$ cat src/rtl/spi_master_ctrl_if.sv
// -----------------------------------------------------------------------------
// spi_master_ctrl_if
// Host-side request/response bundle for the SPI master controller.
//   start     : transaction request (accepted only while the controller is idle)
//   with_data : 1 = command byte followed by 32 data bits, 0 = command byte only
//   cmd       : command byte, shifted out first (bit0 selects the slave data reg)
//   wdata     : data word shifted out in the data phase
//   busy      : controller owns the link
//   done      : one-cycle pulse when NCS rises; status/rdata valid from then
//   status    : MISO byte captured during the command phase
//   rdata     : MISO word captured during the data phase
// Modports: master = requester (host / bench), slave = the controller.
// -----------------------------------------------------------------------------
interface spi_master_ctrl_if;
  logic        start;
  logic        with_data;
  logic [7:0]  cmd;
  logic [31:0] wdata;
  logic        busy;
  logic        done;
  logic [7:0]  status;
  logic [31:0] rdata;

  modport master (
    output start, with_data, cmd, wdata,
    input  busy, done, status, rdata
  );

  modport slave (
    input  start, with_data, cmd, wdata,
    output busy, done, status, rdata
  );
endinterface

$ cat src/rtl/spi_master_ctrl.sv
// -----------------------------------------------------------------------------
// spi_master_ctrl
// SPI mode-0 master. One transaction shifts out an 8-bit command, optionally
// followed by 32 data bits, MSB first, while capturing MISO into status
// (command phase) and rdata (data phase). SCK is clk divided by 2*CLK_DIV.
// Ports:
//   clk     : system clock
//   rst_n   : asynchronous active-low reset
//   host    : request/response bundle (spi_master_ctrl_if.slave)
//   sck_o   : SPI clock, idles low
//   mosi_o  : SPI data out, 0 while NCS is high
//   ncs_o   : SPI chip select, active low
//   miso_i  : SPI data in
// -----------------------------------------------------------------------------
module spi_master_ctrl #(
  parameter int CLK_DIV  = 4,  // clk cycles per SCK half-period (2..255)
  parameter int CS_SETUP = 4,  // NCS fall to first SCK low phase (>=1)
  parameter int CS_HOLD  = 4,  // last SCK fall to NCS rise (>=1)
  parameter int CS_IDLE  = 8   // NCS high time before busy drops (>=1)
) (
  input  logic                  clk,
  input  logic                  rst_n,
  spi_master_ctrl_if.slave      host,
  output logic                  sck_o,
  output logic                  mosi_o,
  output logic                  ncs_o,
  input  logic                  miso_i
);

  localparam int HW   = $clog2(CLK_DIV + 1);
  localparam int CMAX = (CS_SETUP > CS_HOLD) ?
                        ((CS_SETUP > CS_IDLE) ? CS_SETUP : CS_IDLE) :
                        ((CS_HOLD  > CS_IDLE) ? CS_HOLD  : CS_IDLE);
  localparam int CW   = $clog2(CMAX + 1);

  localparam logic [HW-1:0] HALF_LAST  = HW'(CLK_DIV - 1);
  localparam logic [CW-1:0] SETUP_LAST = CW'(CS_SETUP - 1);
  localparam logic [CW-1:0] HOLD_LAST  = CW'(CS_HOLD - 1);
  localparam logic [CW-1:0] IDLE_LAST  = CW'(CS_IDLE - 1);

  typedef enum logic [2:0] {
    ST_IDLE  = 3'd0,
    ST_SETUP = 3'd1,
    ST_SHIFT = 3'd2,
    ST_HOLD  = 3'd3,
    ST_GAP   = 3'd4
  } state_t;

  state_t          state_q, state_d;
  logic [39:0]     tx_q, tx_d;
  logic [39:0]     rx_q, rx_d;
  logic            long_q, long_d;     // 40-bit transaction
  logic [HW-1:0]   hcnt_q, hcnt_d;     // position within an SCK half-period
  logic [5:0]      bcnt_q, bcnt_d;     // bit index within the transaction
  logic [CW-1:0]   cnt_q, cnt_d;       // SETUP / HOLD / GAP duration counter
  logic            sck_q, sck_d;
  logic            mosi_q, mosi_d;
  logic            ncs_q, ncs_d;
  logic            busy_q, busy_d;
  logic            done_q, done_d;
  logic [7:0]      status_q, status_d;
  logic [31:0]     rdata_q, rdata_d;
  logic [5:0]      last_bit;

  assign last_bit = long_q ? 6'd39 : 6'd7;

  always_ff @(posedge clk or negedge rst_n) begin
    if (!rst_n) begin
      state_q  <= ST_IDLE;
      tx_q     <= '0;
      rx_q     <= '0;
      long_q   <= 1'b0;
      hcnt_q   <= '0;
      bcnt_q   <= '0;
      cnt_q    <= '0;
      sck_q    <= 1'b0;
      mosi_q   <= 1'b0;
      ncs_q    <= 1'b1;
      busy_q   <= 1'b0;
      done_q   <= 1'b0;
      status_q <= '0;
      rdata_q  <= '0;
    end else begin
      state_q  <= state_d;
      tx_q     <= tx_d;
      rx_q     <= rx_d;
      long_q   <= long_d;
      hcnt_q   <= hcnt_d;
      bcnt_q   <= bcnt_d;
      cnt_q    <= cnt_d;
      sck_q    <= sck_d;
      mosi_q   <= mosi_d;
      ncs_q    <= ncs_d;
      busy_q   <= busy_d;
      done_q   <= done_d;
      status_q <= status_d;
      rdata_q  <= rdata_d;
    end
  end

  always_comb begin
    state_d  = state_q;
    tx_d     = tx_q;
    rx_d     = rx_q;
    long_d   = long_q;
    hcnt_d   = hcnt_q;
    bcnt_d   = bcnt_q;
    cnt_d    = cnt_q;
    sck_d    = sck_q;
    mosi_d   = mosi_q;
    ncs_d    = ncs_q;
    busy_d   = busy_q;
    done_d   = 1'b0;
    status_d = status_q;
    rdata_d  = rdata_q;

    case (state_q)
      ST_IDLE: begin
        if (host.start) begin
          tx_d    = {host.cmd, host.wdata};
          long_d  = host.with_data;
          ncs_d   = 1'b0;
          busy_d  = 1'b1;
          mosi_d  = host.cmd[7];
          sck_d   = 1'b0;
          hcnt_d  = '0;
          bcnt_d  = '0;
          cnt_d   = '0;
          state_d = ST_SETUP;
        end
      end

      ST_SETUP: begin
        if (cnt_q == SETUP_LAST) begin
          cnt_d   = '0;
          hcnt_d  = '0;
          state_d = ST_SHIFT;
        end else begin
          cnt_d = cnt_q + 1'b1;
        end
      end

      ST_SHIFT: begin
        if (hcnt_q == HALF_LAST) begin
          hcnt_d = '0;
          if (!sck_q) begin
            sck_d = 1'b1;
          end else begin
            // End of the high phase: MISO has been stable since the slave's
            // previous SCK fall, so it is sampled here without a synchroniser.
            // The TX register rotates so every bit stays live; the bits that
            // wrap round are never driven while a bit is still owed.
            sck_d  = 1'b0;
            rx_d   = {rx_q[38:0], miso_i};
            tx_d   = {tx_q[38:0], tx_q[39]};
            mosi_d = tx_q[38];
            if (bcnt_q == last_bit) begin
              cnt_d   = '0;
              state_d = ST_HOLD;
            end else begin
              bcnt_d = bcnt_q + 6'd1;
            end
          end
        end else begin
          hcnt_d = hcnt_q + 1'b1;
        end
      end

      ST_HOLD: begin
        if (cnt_q == HOLD_LAST) begin
          ncs_d  = 1'b1;
          mosi_d = 1'b0;
          done_d = 1'b1;
          cnt_d  = '0;
          if (long_q) begin
            status_d = rx_q[39:32];
            rdata_d  = rx_q[31:0];
          end else begin
            status_d = rx_q[7:0];
          end
          state_d = ST_GAP;
        end else begin
          cnt_d = cnt_q + 1'b1;
        end
      end

      ST_GAP: begin
        if (cnt_q == IDLE_LAST) begin
          cnt_d   = '0;
          busy_d  = 1'b0;
          state_d = ST_IDLE;
        end else begin
          cnt_d = cnt_q + 1'b1;
        end
      end

      default: begin
        state_d = ST_IDLE;
        ncs_d   = 1'b1;
        sck_d   = 1'b0;
        mosi_d  = 1'b0;
        busy_d  = 1'b0;
      end
    endcase
  end

  assign sck_o       = sck_q;
  assign mosi_o      = mosi_q;
  assign ncs_o       = ncs_q;
  assign host.busy   = busy_q;
  assign host.done   = done_q;
  assign host.status = status_q;
  assign host.rdata  = rdata_q;

endmodule

$ cat src/flat_wrapper.sv
// flat-port wrapper written by rule: the top's interface ports become plain ports
module spi_master_ctrl_flat 
#(
  parameter int CLK_DIV  = 4,                                            
  parameter int CS_SETUP = 4,                                          
  parameter int CS_HOLD  = 4,                                    
  parameter int CS_IDLE  = 8                                           
)
  (clk, rst_n, sck_o, mosi_o, ncs_o, miso_i, host_start, host_with_data, host_cmd, host_wdata, host_busy, host_done, host_status, host_rdata);
  spi_master_ctrl_if host_i ();
  input  logic clk;
  input  logic rst_n;
  output logic sck_o;
  output logic mosi_o;
  output logic ncs_o;
  input  logic miso_i;
  input wire logic [$bits(host_i.start)-1:0] host_start;
  input wire logic [$bits(host_i.with_data)-1:0] host_with_data;
  input wire logic [$bits(host_i.cmd)-1:0] host_cmd;
  input wire logic [$bits(host_i.wdata)-1:0] host_wdata;
  output wire logic [$bits(host_i.busy)-1:0] host_busy;
  output wire logic [$bits(host_i.done)-1:0] host_done;
  output wire logic [$bits(host_i.status)-1:0] host_status;
  output wire logic [$bits(host_i.rdata)-1:0] host_rdata;
  assign host_i.start = host_start;
  assign host_i.with_data = host_with_data;
  assign host_i.cmd = host_cmd;
  assign host_i.wdata = host_wdata;
  assign host_busy = host_i.busy;
  assign host_done = host_i.done;
  assign host_status = host_i.status;
  assign host_rdata = host_i.rdata;
  spi_master_ctrl #(.CLK_DIV(CLK_DIV), .CS_SETUP(CS_SETUP), .CS_HOLD(CS_HOLD), .CS_IDLE(CS_IDLE)) u_core (.clk(clk), .rst_n(rst_n), .host(host_i), .sck_o(sck_o), .mosi_o(mosi_o), .ncs_o(ncs_o), .miso_i(miso_i));
endmodule
$ cat config.mk
export PLATFORM = sky130hd
export DESIGN_NAME = spi_master_ctrl_flat
export DESIGN_NICKNAME = d
export VERILOG_FILES = /design/src/rtl/spi_master_ctrl_if.sv /design/src/rtl/spi_master_ctrl.sv /design/src/flat_wrapper.sv
export SDC_FILE = /design/constraint.sdc
export NUM_CORES = 1
export LEC_CHECK = 0
export ABC_CLOCK_PERIOD_IN_PS = 2000
export BUFFER_PORTS_ARGS = -buffer_cell sky130_fd_sc_hd__buf_2
export CAP_MARGIN = 5
export CORE_MARGIN = 2
export CORE_UTILIZATION = 40
export CTS_CLUSTER_SIZE = 16
export DETAILED_ROUTE_END_ITERATION = 10
export PLACE_DENSITY = 0.56
export SYNTH_ARGS = -nofsm -noshare
export SYNTH_HDL_FRONTEND = slang
export SYNTH_SLANG_ARGS = --single-unit
$ cat constraint.sdc
create_clock -name clk -period 2 [get_ports clk]
set_input_delay 0.2 -clock clk [delete_from_list [all_inputs] [get_ports clk]]
set_output_delay 0.2 -clock clk [all_outputs]
set_load 0.005 [all_outputs]
==> metrics, run 1 <==
Post-route DRC 0; die span in x 130 um; most common library cell in the layout ignoring fill and taps dfrtp_1; global-route wire length before repair 19.7 mm; Std-Cell Rows 46; cell area after technology mapping 0.00638 mm^2; number of port buffers 89; H-tree Lvls 4; fin crit share 0.949; total core area 0.0157 mm^2; number of buffers added by the clock tree synthesis step 17; worst slew pin tran 378 ps; final total negative setup slack 0 ps; number of routed nets with antenna violations 0; Simple-Gate Fraction of Synth Area 0.0791; post-synthesis compound-gate area fraction 0.0824; via count of the first global-routing pass 4019; post-DR vias/cell 4.83; placed wire-length estimate after detailed placement 8.14 mm; unrepaired setup endpoints after global routing no; most frequent cells in the layout 141 x dfrtp_1, 88 x buf_2, 52 x mux2i_1; wire length per cell 14.5 um; fraction of the yosys area taken by sequential cells 0.557; 1st-iter DRT viols 164; number of standard cells after synthesis 500; worst hold path cell count 2; number of buffers on the longest clock path 2; worst endpoint required time 2300 ps; final total power 6100 uW; Post-synth EDFFs 0; Pins Over Slew Limit 0; number of warning messages in the yosys log 0; Setup crit start kind flip-flop; data arrival at the endpoint of the critical path 2200 ps; number of unique standard cell types used by synthesis 55; top fanout value on the critical path 16; cell breakdown of the critical path ha_1 > nor3b_4 > and4_2 > nand2_4 > mux2_4; Max rail drop VDD 0.000619 V; clk sink count 142; synthesized area per cell 12.8 um^2; residual overflow from global routing 0; mux share of post-synthesis cell area 0.232; Final Hold Viols 0; buffer type at the clock tree root clkbuf_16; endpoint of the worst-slack reg-to-reg timing path u_core.host.rdata[27]; classification of the worst-slack hold path primary input to flip-flop; static leakage 0.00408 uW; dominant combinational cell family by area after synthesis multiplexers; wire length after detailed routing 12.0 mm; Worst Setup Path Type flip-flop to flip-flop; max-cap viol count 0; largest net degree at the start of global routing 50; fill count 1423; fraction of layout cells with a size suffix above 1 0.374; cell with the largest stage delay on the worst path and4_2; Clock Skews 8.66 ps; register-to-register setup slack 100 ps; number of cells traversed by the worst register-to-register path 5; global placer's final weighted congestion 0.735; Synth Flop Type dfrtp_1; clock-pin transition on the worst setup and hold timing paths 60 ps; Achievable Freq 0.527 GHz; number of antenna violations at the first check in global routing 0; Critical Path End Type flip-flop; global router's overall resource usage 0.148; Detailed Routing Iterations Pass 1 5; Worst Min Path Start host_with_data; relative slew slack 0.744; Diodes inserted 0; Final Critical Period 1900 ps; fin util 0.491; Worst Hold Path EP u_core.long_q; post-synthesis net count 548; pwr dens 791 mW/mm^2; register bit total from synthesis 142; worst reg2reg startpoint u_core.cnt_q[0]; starting utilization of the core area 0.406; Finish-stage setup viols 0; source-to-sink clock delay at the later pin of the worst-skew pair 420 ps; count of pins on the block boundary 90; TritonCTS clock tree done; area grow syn2layout 21.0%; Post-Synth XOR/XNOR Area 0.00412; Max stage delay on crit path 390 ps; outcome completed; Post-Synth Adder-Cell Area 0.00589; area of the die 0.0170 mm^2; number of vias in the routed layout 4003; Final nets 647; Die Ht 130 um; fraction of registers with async set/reset 1.00
stage by stage:
stage	std cells	area [um^2]	worst slack (ps)	hold WS, ps
6_report	828	7710	103	28.2
5_1_grt	828	7710	8.83	16.8
4_1_cts	827	7700	76.4	11.3
3_5_place_dp	794	7110	107	126
3_3_place_gp	794	7110	153	121
2_1_floorplan	500	6380	192	-95.6
report_power, final:
part | leakage, uW | total, uW | switching [uW] | internal [uW]
Clock | 0.000279 | 3090 | 1220 | 1870
Combinational | 0.00185 | 125 | 74.8 | 50.1
Sequential | 0.00195 | 2880 | 4.86 | 2880
registers in the layout (all words and copies together), names as in the netlist:
register            cells
u_core.host.done        1
u_core.state_q          3
u_core.hcnt_q           3
u_core.host.rdata      32
u_core.rx_q            40
u_core.bcnt_q           6
u_core.long_q           1
u_core.cnt_q            4
u_core.host.busy        1
u_core.tx_q            40
u_core.mosi_o           1
u_core.ncs_o            1
u_core.host.status      8
u_core.sck_o            1
synth_stat cells, drive strengths merged, types with 8 or more instances:
cell type | count | area (um^2)
a21oi | 13 | 65.1
buf | 21 | 180
clkbuf | 9 | 33.8
dfrtp | 141 | 3530
inv | 10 | 37.5
mux2 | 75 | 957
mux2i | 52 | 521
nand2 | 47 | 193
nand3 | 8 | 40.0
nor2 | 18 | 67.6
o21ai | 46 | 230
repair_timing:
item / in CTS / in global routing
endpoints found under the setup margin: 0 / 21
hold buffers: 1 / 0
buffers inserted: 0 / 0
endpoints found under the hold margin: 34 / 0
gates resized for setup: 0 / 1
layer usage:
metal,wire (um),part of all wire,vias to the layer above,track usage
met4,198,0.017,0,0.0626
met1,5620,0.47,1909,0.189
met2,5470,0.46,88,0.233
met5,0,0,-,0
met3,697,0.058,17,0.0459
li1,-,-,1989,-
critical path, delay by kind of cell, from the launching register on:
kind,cells,cell delay (ps)
mux,1,350
fa+ha+maj,1,220
flops,1,370
simple gates,3,840
cell type report:
type                    instances  area (um^2)  area share
clock buffers                  19          443      0.0574
clock inverters                13          141      0.0183
inverters                      10         37.5     0.00487
multi-input cells             319         2600       0.337
flip-flops and latches        142         3550       0.461
well taps                     216          270      0.0350
repair buffers                109          667      0.0864
kinds of logic (layout without fill, tap and decap cells):
kind of cell / count (synthesis) / in the layout
flip-flops: 142 / 142
multiplexers: 127 / 127
AND/OR/NAND/NOR: 99 / 100
AO/OA/AOI/OAI: 86 / 86
buffers and inverters: 40 / 151
adder cells (fa/ha/maj): 3 / 3
XOR/XNOR: 3 / 3
how the worst max path moves through the flow:
stage / start / end / slack [ps]
4_1_cts: u_core.cnt_q[0] / u_core.host.rdata[0] / 80
2_1_floorplan: u_core.cnt_q[0] / u_core.host.rdata[0] / 190
6_report: u_core.cnt_q[0] / u_core.host.rdata[27] / 100
3_3_place_gp: u_core.cnt_q[0] / u_core.host.rdata[26] / 150
5_1_grt: u_core.cnt_q[0] / u_core.host.rdata[16] / 9
3_5_place_dp: u_core.cnt_q[0] / u_core.host.rdata[13] / 110
(Power assumes the default switching activity.)
==> inputs of run 2 (changes only) <==
--- a/config.mk
+++ b/config.mk
@@ -12,7 +12,7 @@
 export CORE_UTILIZATION = 40
 export CTS_CLUSTER_SIZE = 16
 export DETAILED_ROUTE_END_ITERATION = 10
-export PLACE_DENSITY = 0.56
+export PLACE_DENSITY = 0.61
 export SYNTH_ARGS = -nofsm -noshare
 export SYNTH_HDL_FRONTEND = slang
 export SYNTH_SLANG_ARGS = --single-unit
==> run 2 against run 1 <==
Wire length rose by 2.7%. Count of clock-buffer cells in the layout fell by 2. Fmax rose by 0.98%. Via count rose by 3.0%. Largest cell class unchanged. Largest power group unchanged.
==> metrics, run 2 (synthesized netlist as in run 1, its figures left out) <==
final standard cell count with taps included and fillers excluded 831 (was 828); Std-Cell Rows 46 (unchanged); Max stage delay on crit path 410 ps (was 390 ps); number of buffers added by the clock tree synthesis step 17 (unchanged); Setup crit start kind flip-flop (unchanged); number of antenna violations at the first check in global routing 0 (unchanged); worst endpoint required time 2300 ps (about the same); fin crit share 0.940 (was 0.949); via count of the first global-routing pass 4154 (was 4019); area of the die 0.0170 mm^2 (unchanged); global-route wire length before repair 20.3 mm (was 19.7 mm); Post CTS Setup Buffer Count 0 (unchanged); clk sink count 142 (unchanged); Final nets 650 (was 647); worst hold path cell count 3 (was 2); die span in x 130 um (unchanged); Final Critical Period 1880 ps (was 1900 ps); post-DR vias/cell 4.96 (was 4.83); Final Hold Viols 0 (unchanged); H-tree Lvls 4 (unchanged); number of vias in the routed layout 4124 (was 4003); Diodes inserted 0 (unchanged); global router's overall resource usage 0.153 (was 0.148); Clock Skews 5.79 ps (was 8.66 ps); unrepaired setup endpoints after global routing no (unchanged); routed wl met2 5.92 mm (was 5.47 mm); count of pins on the block boundary 90 (unchanged); number of buffers on the longest clock path 2 (unchanged); Max rail drop VDD 0.000580 V (was 0.000619 V); TritonCTS clock tree done (unchanged); placed cell count 795 (was 794); cell with the largest stage delay on the worst path and4_2 (unchanged); clock-pin transition on the worst setup and hold timing paths 60 ps (about the same); wire length per cell 14.8 um (was 14.5 um); area grow syn2layout 20.9% (was 21.0%); Pins Over Slew Limit 0 (unchanged); final total power 5940 uW (was 6100 uW); post-placement setup slack 99.5 ps (was 107 ps); final worst slack 121 ps (was 103 ps); placed wire-length estimate after detailed placement 8.43 mm (was 8.14 mm); register-to-register setup slack 120 ps (was 100 ps); 1st-iter DRT viols 256 (was 164); relative slew slack 0.689 (was 0.744); buffer type at the clock tree root clkbuf_16 (unchanged); number of cells traversed by the worst register-to-register path 5 (unchanged); largest net degree at the start of global routing 52 (was 50); fraction of layout cells with a size suffix above 1 0.376 (was 0.374); pwr dens 770 mW/mm^2 (was 791 mW/mm^2); Achievable Freq 0.532 GHz (was 0.527 GHz); number of routed nets with antenna violations 0 (unchanged); most common library cell in the layout ignoring fill and taps dfrtp_1 (unchanged); static leakage 0.00406 uW (was 0.00408 uW); source-to-sink clock delay at the later pin of the worst-skew pair 420 ps (about the same); outcome completed (unchanged); wire length the detailed router placed on met1 5.66 mm (was 5.62 mm); Critical Path End Type flip-flop (unchanged); cell breakdown of the critical path ha_1 > nor3b_4 > and4_2 > nand2_8 > mux2_4 (was ha_1 > nor3b_4 > and4_2 > nand2_4 > mux2_4); wire length on met3 578 um (was 697 um); classification of the worst-slack hold path primary input to flip-flop (unchanged); Finish-stage setup viols 0 (unchanged); worst slew pin tran 467 ps (was 378 ps); max-cap viol count 0 (unchanged); most frequent cells in the layout 141 x dfrtp_1, 88 x buf_2, 52 x mux2i_1 (unchanged); number of port buffers 89 (unchanged); Post-route DRC 0 (unchanged); global placer's final weighted congestion 0.795 (was 0.735); Detailed Routing Iterations Pass 1 4 (was 5); total core area 0.0157 mm^2 (unchanged); final total negative setup slack 0 ps (unchanged); data arrival at the endpoint of the critical path 2180 ps (was 2200 ps); fill count 1373 (was 1423); starting utilization of the core area 0.406 (unchanged); highest metal layer with signal wires met4 (unchanged); top fanout value on the critical path 16 (unchanged); Worst Setup Path Type flip-flop to flip-flop (unchanged); fin util 0.491 (about the same); residual overflow from global routing 0 (unchanged); Die Ht 130 um (unchanged); wire length after detailed routing 12.3 mm (was 12.0 mm)
run 2: final timing paths:
kind	from	to
max reg2reg	u_core.cnt_q[0]	u_core.host.rdata[8]
min reg2reg	u_core.tx_q[4]	u_core.tx_q[4]
min	host_wdata[10]	u_core.tx_q[10]
min in group asynchronous	rst_n	u_core.host.rdata[16]
max in group asynchronous	rst_n	u_core.tx_q[20]
max	u_core.cnt_q[0]	u_core.host.rdata[8]
run 2: area by class of cell:
type | count | area (um^2) | area share
clock inverters | 15 | 130 | 0.0169
well taps | 216 | 270 | 0.0351
clock buffers | 17 | 425 | 0.0552
repair buffers | 112 | 682 | 0.0884
inverters | 10 | 37.5 | 0.00487
flip-flops and latches | 142 | 3550 | 0.461
multi-input cells | 319 | 2610 | 0.339
run 2: critical path, delay by kind of cell, from the launching register on:
| kind | cells | cell delay, ps |
|---|---|---|
| fa+ha+maj | 1 | 220 |
| simple gates | 3 | 810 |
| flops | 1 | 380 |
| mux | 1 | 350 |
run 2: through the flow:
| step | hold WS [ps] | cell area [um^2] |
|---|---|---|
| after floorplan | -95.6 | 6380 |
| after detailed placement | 176 | 7100 |
| final | 64.2 | 7710 |
| after CTS | 46.4 | 7690 |
| after global routing | 69.2 | 7710 |
| after global placement | 170 | 7100 |
run 2: power breakdown:
group	total (uW)	switching, uW	leakage [uW]	internal, uW
sequential	2880	5.38	0.00195	2880
combinational	127	75.5	0.00184	51.2
clock	2930	1300	0.000269	1620
run 2: layer usage:
| layer | global-route usage | vias to the layer above |
|---|---|---|
| met2 | 0.242 | 91 |
| met3 | 0.0422 | 13 |
| met1 | 0.198 | 2034 |
| met4 | 0.0633 | 0 |
| li1 | - | 1986 |
| met5 | 0 | - |
run 2: timing repair:
item	CTS	global route
endpoints found under the hold margin	48	0
hold buffers	3	0
setup endpoints to repair	0	32
gates resized for setup	0	2
==> inputs of run 3 (changes only) <==
--- a/config.mk
+++ b/config.mk
@@ -12,6 +12,7 @@
 export CORE_UTILIZATION = 40
 export CTS_CLUSTER_SIZE = 16
 export DETAILED_ROUTE_END_ITERATION = 10
+export GPL_TIMING_DRIVEN = 0
 export PLACE_DENSITY = 0.61
 export SYNTH_ARGS = -nofsm -noshare
 export SYNTH_HDL_FRONTEND = slang
==> run 3 against run 2 <==
Register-to-register slack got worse by 50 ps. Fmax decreased by 2.7%. Cell count increased by 1.6%. Global-route usage increased by 0.48 points. Count of clock-buffer cells in the layout increased by 2. Clock skew increased by 3.9 ps. Wire length increased by 3.0%. Combinational power decreased by 6%. Design area increased by 2.6%. Clock power increased by 28%. Largest power group unchanged. Highest routed layer unchanged.
==> metrics, run 3 (synthesized netlist as in run 1, its figures left out) <==
register-to-register setup slack 70 ps (was 120 ps); fin util 0.504 (was 0.491); clk sink count 142 (unchanged); Max rail drop VDD 0.000594 V (was 0.000580 V); fin crit share 0.966 (was 0.940); number of routed nets with antenna violations 0 (unchanged); number of buffers added by the clock tree synthesis step 17 (unchanged); static leakage 0.00417 uW (was 0.00406 uW); Worst Setup Path Type flip-flop to flip-flop (unchanged); worst path bufs/invs 3 (was 0); via count of the first global-routing pass 4261 (was 4154); buffer type at the clock tree root clkbuf_16 (unchanged); area of all sequential standard cells 0.00356 mm^2 (was 0.00355 mm^2); Final nets 663 (was 650); most common library cell in the layout ignoring fill and taps dfrtp_1 (unchanged); total area of multi-input combinational cells 0.00259 mm^2 (was 0.00261 mm^2); worst slew pin tran 695 ps (was 467 ps); Setup crit start kind flip-flop (unchanged); Critical Path Sink u_core.rx_q[7] (was u_core.host.rdata[8]); Achievable Freq 0.518 GHz (was 0.532 GHz); Post-route DRC 0 (unchanged); classification of the worst-slack hold path primary input to flip-flop (unchanged); unrepaired setup endpoints after global routing no (unchanged); 1st-iter DRT viols 224 (was 256); number of vias in the routed layout 4209 (was 4124); source-to-sink clock delay at the later pin of the worst-skew pair 420 ps (about the same); Pins Over Slew Limit 0 (unchanged); Max stage delay on crit path 450 ps (was 410 ps); wire length per cell 15.0 um (was 14.8 um); post-placement setup slack -129 ps (was 99.5 ps); most frequent cells in the layout 140 x dfrtp_1, 96 x buf_2, 52 x mux2i_1 (was 141 x dfrtp_1, 88 x buf_2, 52 x mux2i_1); global router's overall resource usage 0.157 (was 0.153); worst reg2reg startpoint u_core.state_q[2] (was u_core.cnt_q[0]); category of cells accounting for the largest share of critical-path delay buffers and inverters (was simple AND/OR/NAND/NOR gates); worst endpoint required time 2300 ps (about the same); clock-pin transition on the worst setup and hold timing paths 60 ps (about the same); TritonCTS clock tree done (unchanged); fill count 1370 (was 1373); Final Critical Period 1930 ps (was 1880 ps); count of pins on the block boundary 90 (unchanged); largest net degree at the start of global routing 76 (was 52); Detailed Routing Iterations Pass 1 4 (unchanged); residual overflow from global routing 0 (unchanged); top fanout value on the critical path 10 (was 16); data arrival at the endpoint of the critical path 2230 ps (was 2180 ps); area grow syn2layout 24.1% (was 20.9%); cell type with the highest occurrence count on the critical path buf_4; Critical Path Start u_core.state_q[2] (was u_core.cnt_q[0]); relative slew slack 0.537 (was 0.689); max-cap viol count 0 (unchanged); global-route wire length before repair 20.7 mm (was 20.3 mm); outcome completed (unchanged); post-DR vias/cell 4.99 (was 4.96); endpoint of the worst-slack reg-to-reg timing path u_core.rx_q[7] (was u_core.host.rdata[8]); H-tree Lvls 4 (unchanged); cell breakdown of the critical path nor3b_1 > buf_4 > and4b_1 > buf_4 > buf_4 > mux2_2 (was ha_1 > nor3b_4 > and4_2 > nand2_8 > mux2_4); Critical Path End Type flip-flop (unchanged); Diodes inserted 0 (unchanged); Final Hold Viols 0 (unchanged); starting utilization of the core area 0.406 (unchanged); placed wire-length estimate after detailed placement 8.75 mm (was 8.43 mm); Worst path depth 6 (was 5); number of port buffers 89 (unchanged); fraction of layout cells with a size suffix above 1 0.387 (was 0.376); Clock Skews 9.70 ps (was 5.79 ps); die span in x 130 um (unchanged); Std-Cell Rows 46 (unchanged); Finish-stage setup viols 0 (unchanged); number of cells traversed by the worst register-to-register path 6 (was 5); Die Ht 130 um (unchanged); wire length after detailed routing 12.7 mm (was 12.3 mm); pwr dens 855 mW/mm^2 (was 770 mW/mm^2); final worst slack 68.7 ps (was 121 ps); total core area 0.0157 mm^2 (unchanged); number of buffers on the longest clock path 2 (unchanged); number of antenna violations at the first check in global routing 1 (was 0); global placer's final weighted congestion 0.799 (was 0.795); cell with the largest stage delay on the worst path dfrtp_1 (was and4_2); area of the die 0.0170 mm^2 (unchanged)
-- run 3: cell types whose count changed in the layout (fill, tap and decap cells not counted), sizes merged, moves of 2 or more --
cell / delta
inv: -3
dlygate4sd3: -2
buf: +7
clkinv: -6
clkbuf: +11
bufinv: +7
-- run 3: power by group --
| group | internal, uW | switching (uW) |
|---|---|---|
| clock network | 2540 | 1220 |
| registers | 2880 | 5.56 |
| logic | 46.3 | 73.6 |
-- run 3: per-layer routing --
| layer | GRT usage | vias up | part of all wire |
|---|---|---|---|
| met1 | 0.200 | 2085 | 0.45 |
| met2 | 0.247 | 88 | 0.47 |
| li1 | - | 2016 | - |
| met5 | 0 | - | 0 |
| met3 | 0.0521 | 20 | 0.052 |
| met4 | 0.0677 | 0 | 0.022 |
-- run 3: repair_timing --
item                                   CTS  global route
buffers inserted                         1             4
gates resized for setup                  2            16
endpoints found under the hold margin   73             0
hold buffers                             1             0
cloned                                   0             0
setup endpoints to repair               72            93
-- run 3: layout make-up --
| cell class | count | share of cell area |
|---|---|---|
| repair buffers | 96 | 0.0666 |
| plain buffers | 30 | 0.0283 |
| well taps | 216 | 0.0342 |
| flip-flops and latches | 142 | 0.449 |
| clock inverters | 13 | 0.0324 |
| inverters | 10 | 0.00474 |
| multi-input cells | 318 | 0.327 |
| clock buffers | 19 | 0.0572 |
-- run 3: worst min-delay path by stage --
stage                 from                     to  slack (ps)  cells after the start
floorplan            rst_n       u_core.bcnt_q[0]        -100                      0
global placement    miso_i         u_core.rx_q[0]         440                      2
detailed placement   rst_n  u_core.host.rdata[17]         280                      1
CTS                 miso_i         u_core.rx_q[0]         0.6                      2
global route        miso_i         u_core.rx_q[0]          10                      2
finish              miso_i         u_core.rx_q[0]          20                      2
-- run 3: through the flow --
step / total power [uW] / hold WS, ps / std cells / setup TNS (ps) / cell area (um^2)
after CTS: 6860 / 0.604 / 840 / 0 / 7860
final: 6770 / 19.0 / 844 / 0 / 7910
after detailed placement: 3060 / 280 / 806 / -2980 / 7130
after floorplan: 2950 / -95.6 / 500 / 0 / 6380
after global placement: 3050 / 439 / 805 / -176550 / 7090
after global routing: 7000 / 14.5 / 844 / 0 / 7910
